### src/rtl/obf_seqgen.sv
// ============================================================================
// obf_seqgen : expands one reference instruction into a LUT-driven sequence
// Rev 1.0
// ============================================================================
`default_nettype none

module obf_seqgen #(
   parameter int PPC_WIDTH     = 3,
   parameter int KEY_WIDTH     = 4,
   parameter int LUT_OUT_WIDTH = 16
) (
   input  logic                     clk,
   input  logic                     rst_n,
   input  logic                     obf_en_i,
   input  logic [KEY_WIDTH-1:0]     key_i,
   input  logic                     key_we_i,
   input  logic                     in_valid_i,
   output logic                     in_ready_o,
   input  logic [31:0]              in_insn_i,
   input  logic                     flush_i,
   output logic [5:0]               lut_idx_o,
   output logic [PPC_WIDTH-1:0]     lut_ppc_o,
   output logic [KEY_WIDTH-1:0]     lut_key_o,
   input  logic [LUT_OUT_WIDTH-1:0] lut_sub_i,
   input  logic [15:0]              lut_imm_i,
   output logic                     out_valid_o,
   input  logic                     out_ready_i,
   output logic [31:0]              out_insn_o,
   output logic                     out_first_o,
   output logic                     out_last_o,
   output logic                     out_skip_o,
   output logic                     ovf_o
);

   localparam logic [5:0] c_opc_alu   = 6'h38;
   localparam logic [5:0] c_opc_sfxx  = 6'h39;
   localparam logic [5:0] c_opc_sfxxi = 6'h2F;
   localparam logic [5:0] c_opc_movhi = 6'h06;
   localparam logic [5:0] c_opc_rfe   = 6'h09;

   localparam logic [2:0] c_type_n  = 3'd0;
   localparam logic [2:0] c_type_a  = 3'd1;
   localparam logic [2:0] c_type_i  = 3'd2;
   localparam logic [2:0] c_type_m  = 3'd3;
   localparam logic [2:0] c_type_f  = 3'd4;
   localparam logic [2:0] c_type_fi = 3'd5;

   typedef enum logic [0:0] {
      S_IDLE = 1'b0,
      S_RUN  = 1'b1
   } state_t;

   state_t                 state_q, state_d;
   logic [31:0]            insn_q, insn_d;
   logic                   en_q, en_d;
   logic [PPC_WIDTH-1:0]   ppc_q, ppc_d;
   logic [KEY_WIDTH-1:0]   key_q, key_d;
   logic [KEY_WIDTH-1:0]   pend_q, pend_d;
   logic                   pend_v_q, pend_v_d;
   logic                   ovf_q, ovf_d;

   logic                   w_run;
   logic                   w_ppc_max;
   logic                   w_lut_last;
   logic                   w_last;
   logic                   w_hs;
   logic                   w_in_ready;
   logic                   w_accept;
   logic                   w_seq_end;
   logic [2:0]             w_type;
   logic [11:0]            w_cmd;
   logic [5:0]             w_opc;
   logic [4:0]             w_rd, w_ra, w_rb;
   logic [4:0]             w_fd, w_fa, w_fb;
   logic [15:0]            w_src_imm, w_fi;
   logic [31:0]            w_word;
   logic                   w_skip;

   assign w_run      = (state_q == S_RUN);
   assign w_type     = lut_sub_i[LUT_OUT_WIDTH-1 -: 3];
   assign w_cmd      = lut_sub_i[12:1];
   assign w_lut_last = lut_sub_i[0];
   assign w_ppc_max  = (ppc_q == {PPC_WIDTH{1'b1}});

   // At the last pseudo-PC slot the sequence is cut short whatever the LUT says.
   assign w_last     = en_q ? (w_lut_last | w_ppc_max) : 1'b1;
   assign w_hs       = w_run & out_ready_i;
   assign w_in_ready = !flush_i & (!w_run | (w_hs & w_last));
   assign w_accept   = in_valid_i & w_in_ready;
   assign w_seq_end  = w_run & (flush_i | (w_hs & w_last));

   assign w_opc = insn_q[31:26];
   assign w_rd  = insn_q[25:21];
   assign w_ra  = insn_q[20:16];
   assign w_rb  = insn_q[15:11];

   always_comb begin
      w_fd      = w_cmd[3] ? 5'd0 : w_rd;
      w_fa      = 5'd0;
      w_fb      = 5'd0;
      w_src_imm = {w_rd, insn_q[10:0]};
      w_word    = insn_q;
      w_skip    = 1'b0;

      case (w_cmd[2:1])
         2'b00:   w_fa = w_ra;
         2'b01:   w_fa = w_rb;
         2'b10:   w_fa = w_rd;
         default: w_fa = 5'd0;
      endcase

      if ((w_type == c_type_f) || (w_type == c_type_fi)) begin
         case (w_cmd[4:3])
            2'b00:   w_fb = w_ra;
            2'b01:   w_fb = w_rb;
            default: w_fb = 5'd0;
         endcase
      end else begin
         w_fb = w_cmd[0] ? 5'd0 : w_rb;
      end

      if ((w_opc[5:4] == 2'b10) || (w_opc == c_opc_movhi) || (w_opc == c_opc_rfe))
         w_src_imm = insn_q[15:0];

      w_fi = w_cmd[5] ? lut_imm_i : (w_cmd[4] ? 16'd0 : w_src_imm);

      case (w_type)
         c_type_a:  w_word = {c_opc_alu, w_fd, w_fa, w_fb, 1'b0, w_cmd[11:8], 2'b00, w_cmd[7:4]};
         c_type_i:  w_word = {w_cmd[11:6], w_fd, w_fa, w_fi};
         c_type_m:  w_word = {w_cmd[11:6], w_fi[15:11], w_fa, w_fb, w_fi[10:0]};
         c_type_f:  w_word = {c_opc_sfxx, w_cmd[11:7], w_fa, w_fb, 11'd0};
         c_type_fi: w_word = {c_opc_sfxxi, w_cmd[11:7], w_fa, w_fi};
         default:   w_word = insn_q;
      endcase

      if ((w_type == c_type_i) || (w_type == c_type_m))
         w_skip = w_cmd[5];

      if (!en_q) begin
         w_word = insn_q;
         w_skip = 1'b0;
      end
   end

   always_comb begin
      state_d  = state_q;
      insn_d   = insn_q;
      en_d     = en_q;
      ppc_d    = ppc_q;
      key_d    = key_q;
      pend_d   = pend_q;
      pend_v_d = pend_v_q;
      ovf_d    = ovf_q;

      if (flush_i) begin
         state_d = S_IDLE;
         ppc_d   = '0;
      end else if (w_accept) begin
         state_d = S_RUN;
         insn_d  = in_insn_i;
         en_d    = obf_en_i;
         ppc_d   = '0;
      end else if (w_hs && w_last) begin
         state_d = S_IDLE;
         ppc_d   = '0;
      end else if (w_hs) begin
         ppc_d   = ppc_q + 1'b1;
      end

      if (!flush_i && w_hs && en_q && w_ppc_max && !w_lut_last)
         ovf_d = 1'b1;

      // Pending key lands at sequence end; a write in that same cycle overrides it
      // unless a new sequence is starting, in which case it waits for that one.
      if (w_seq_end && pend_v_q) begin
         key_d    = pend_q;
         pend_v_d = 1'b0;
      end
      if (key_we_i) begin
         if (!w_accept && (!w_run || w_seq_end)) begin
            key_d = key_i;
         end else begin
            pend_d   = key_i;
            pend_v_d = 1'b1;
         end
      end
   end

   always_ff @(posedge clk or negedge rst_n) begin
      if (!rst_n) begin
         state_q  <= S_IDLE;
         insn_q   <= '0;
         en_q     <= 1'b0;
         ppc_q    <= '0;
         key_q    <= '0;
         pend_q   <= '0;
         pend_v_q <= 1'b0;
         ovf_q    <= 1'b0;
      end else begin
         state_q  <= state_d;
         insn_q   <= insn_d;
         en_q     <= en_d;
         ppc_q    <= ppc_d;
         key_q    <= key_d;
         pend_q   <= pend_d;
         pend_v_q <= pend_v_d;
         ovf_q    <= ovf_d;
      end
   end

   assign in_ready_o  = w_in_ready;
   assign lut_idx_o   = insn_q[31:26];
   assign lut_ppc_o   = ppc_q;
   assign lut_key_o   = key_q;
   assign out_valid_o = w_run;
   assign out_insn_o  = w_run ? w_word : 32'd0;
   assign out_first_o = w_run & (!en_q | (ppc_q == '0));
   assign out_last_o  = w_run & w_last;
   assign out_skip_o  = w_run & w_skip;
   assign ovf_o       = ovf_q;

endmodule

`default_nettype wire

### config.mk
export PLATFORM = sky130hd
export DESIGN_NAME = obf_seqgen
export DESIGN_NICKNAME = d
export VERILOG_FILES = /design/src/rtl/obf_seqgen.sv
export SDC_FILE = /design/constraint.sdc
export NUM_CORES = 1
export LEC_CHECK = 0
export BUFFER_PORTS_ARGS = -buffer_cell sky130_fd_sc_hd__buf_2
export CORE_ASPECT_RATIO = 0.7
export CORE_MARGIN = 1.5
export CORE_UTILIZATION = 46
export CTS_BUF_LIST = sky130_fd_sc_hd__clkbuf_8
export CTS_CLUSTER_SIZE = 40
export DETAILED_ROUTE_END_ITERATION = 8
export HOLD_SLACK_MARGIN = 0.15
export MAX_ROUTING_LAYER = met4
export PLACE_DENSITY = 0.76
export SLEW_MARGIN = 20
export SYNTH_ARGS = -nofsm -noshare
export SYNTH_HDL_FRONTEND = slang
export SYNTH_SLANG_ARGS = --single-unit
### constraint.sdc
create_clock -name clk -period 6.85 [get_ports clk]
set_clock_uncertainty 0.2 [all_clocks]
set_input_delay 0.3425 -clock clk [delete_from_list [all_inputs] [get_ports clk]]
set_output_delay 0.3425 -clock clk [all_outputs]
set_load 0.05 [all_outputs]
==> results.yml <==
sta:
  finalCriticalPeriod_ns: 3.69
  final.setup.tns_ns: 0
  grt_setup_unrepaired: "false"
  whs_ns: 0.293
  fmax_mhz: 271
  worst_pin_slew_ns: 0.883
  finalHoldViolCount: 0
  slew_viol_final: 0
  fin_crit_sh_pct: 53.8
  setup_viol: 0
  relSlewSlack_pct: 40.8
synthesis:
  yosysTopAreaCell: "dfrtp_1"
  synth_top_area_share_pct: 36.0
  yosys_register_bits: 47
  yosys-top-cells-count: "dfrtp_1 (47), mux2_2 (39), nor2_1 (29)"
  synthCells: 328
  synth_area_mm2: 0.00327
  ys.flop_type: "dfrtp_1"
  yosysSeqAreaShare_pct: 36.0
  async_flop_share_pct: 100
  synth_fp_nets: 408
  synth_cell_types: 54
  synth_warnings: 0
  syn_area_per_cell_um2: 9.97
  synth_area_leaders: "dfrtp_1 (36%), mux2_2 (13%), a21oi_1 (4.0%), mux2_4 (3.7%), nor2_1 (3.3%)"
  synth-edff-count: 0
  yosysMostFrequentCell: "dfrtp_1"
clock_network:
  cts.sink_count: 47
  post_cts_buffers: 0
  h-tree-depth: 2
  clock_path_buffers: 2
  clkTransAtPathRegs_ns: 0.10
  clk_latency_ns: 0.31
  cts_resized: 0
  cts_tree: "yes"
  root_buffer: "clkbuf_8"
  postCtsHoldBufs: 44
  cts_buffers: 5
layout:
  layout-drive-gt1-share_pct: 41.5
  design_area_mm2: 0.00441
  syn_to_final_growth_pct: 34.7
  diodes: 0
  multi_input_area_mm2: 0.00192
  nets: 558
  nFillCells: 620
  regArea_mm2: 0.00118
routing:
  avgRoutedWirePerCell_um: 17.4
  ant_nets: 0
  drc_errors: 0
  num_vias: 3355
  firstDrtPassIters: 7
  drt-total-wl_um: 10000
  via_per_inst: 5.86
  drtIter0Drc: 282
critical_path:
  cp.arrival_ns: 3.15
  startpoint_type: "flip-flop"
  crit_slowest_cell: "or2_1"
  critPathKind: "flip-flop to primary output"
  endpoint_kind: "primary output"
  worst-path-max-fanout: 25
  cpPeakStageDelay_ns: 0.72
  rr_worst_depth: 6
  path_cells: "and4bb_2 -> or2_1 -> o31ai_2 -> a222oi_1 -> nor2_1 -> buf_2"
  required_ns: 6.31
worst_hold_path:
  hp-class: "flip-flop to flip-flop"
  whs_path_depth: 1
power:
  p_leak_nw: 2.04
  powerDensity_mw_per_mm2: 217
  peakVddDrop_mv: 0.136
floorplan:
  io_pins: 126
  dieArea_mm2: 0.00763
  die_h_um: 73.6
  die_w_um: 104
  rows: 25
  start_util_pct: 48.0
  core_mm2: 0.00682
place:
  dp_hpwl_um: 6940
  port_buffers: 125
  placed_area_mm2: 0.00387
  routabilityCongestion: 0.926
flow_run:
  maxCapViolCount: 0
global_routing:
  grt_max_degree: 48
  grt.overflow.total: 0
  antenna_found_initial: 0
  grtUsageTotal_pct: 27.0
  grt_pass1_vias: 3136
  grt_pass1_wl_um: 15700
run_status:
  status: "finished, final reports clean"
-- worst max-delay path: cells and delay by family, from the launching register on --
family | cells | cell delay (ns)
and+or+nand+nor | 3 | 1.25
AOI/OAI and AO/OA | 2 | 0.82
DFF | 1 | 0.52
buffers and inverters | 1 | 0.25
-- cells in the final DEF, fill, tap and decap left out, drive strengths merged, types with 2 or more instances in the layout --
cell,instances
ha,5
a31oi,7
mux2i,5
o21ai,14
a22oi,8
inv,10
a22o,7
o21a,5
o31ai,2
mux2,50
nor2,30
clkbuf,5
dlygate4sd3,44
dfrtp,47
nand3,7
clkinv,2
nand2,11
nor3b,6
or2,3
nand4,7
nor2b,7
nor3,7
o2bb2ai,4
a222oi,7
a221oi,2
o221a,5
a21oi,28
nand4bb,2
buf,125
a211oi,3
-- metal layers --
metal	track usage [%]	wire, um
met5	-	0
met3	5.06	902
met1	35.7	4310
met2	43.3	4640
met4	7.41	144
-- metrics by stage --
stage | setup slack (ns) | power, mW | std cells | util (%)
3_3_place_gp | 3.41 | 0.744 | 521 | 56.7
5_1_grt | 3.02 | 1.00 | 573 | 64.6
3_5_place_dp | 3.40 | 0.754 | 521 | 56.8
2_1_floorplan | 3.68 | 0.658 | 328 | -
6_report | 3.16 | 0.954 | 573 | 64.6
4_1_cts | 3.38 | 0.951 | 573 | 64.6
-- state kept, by name, summed over array words and instances, names as in the netlist --
register / flops
insn_q: 32
lut_key_o: 4
pend_q: 4
lut_ppc_o: 3
en_q: 1
out_valid_o: 1
ovf_o: 1
pend_v_q: 1
-- layout make-up --
type                    instances  share of cell area [%]
repair buffers                169                    24.2
flip-flops and latches         47                    26.7
multi-input cells             246                    43.6
well taps                      94                    2.67
inverters                       9                   0.767
clock buffers                   5                    1.56
clock inverters                 3                   0.511
-- report_power, final --
part           leakage, nW  total, mW  switching [mW]  internal (mW)
logic                 1.43      0.402           0.245          0.156
clock network       0.0485      0.179           0.106         0.0734
registers            0.563      0.374          0.0507          0.323
-- path summary, 6_finish.rpt --
check / startpoint / endpoint / slack, ns
max: en_q / out_insn_o[9] / 3.16
min: ovf_o / ovf_o / 0.29
max reg2reg: out_valid_o / lut_ppc_o[1] / 3.59
min reg2reg: ovf_o / ovf_o / 0.29
max in group asynchronous: rst_n / insn_q[29] / 5.64
min in group asynchronous: rst_n / insn_q[7] / 0.39
-- cell families after synthesis --
logic type               share of synthesized area [%]
XOR/XNOR                                         0.268
flip-flops                                        36.0
buffers and inverters                             5.51
AO/OA/AOI/OAI                                     21.6
adder cells (fa/ha/maj)                           1.91
multiplexers                                      19.7
AND/OR/NAND/NOR                                   15.1
Note: power is estimated with default switching activity, not from simulation.
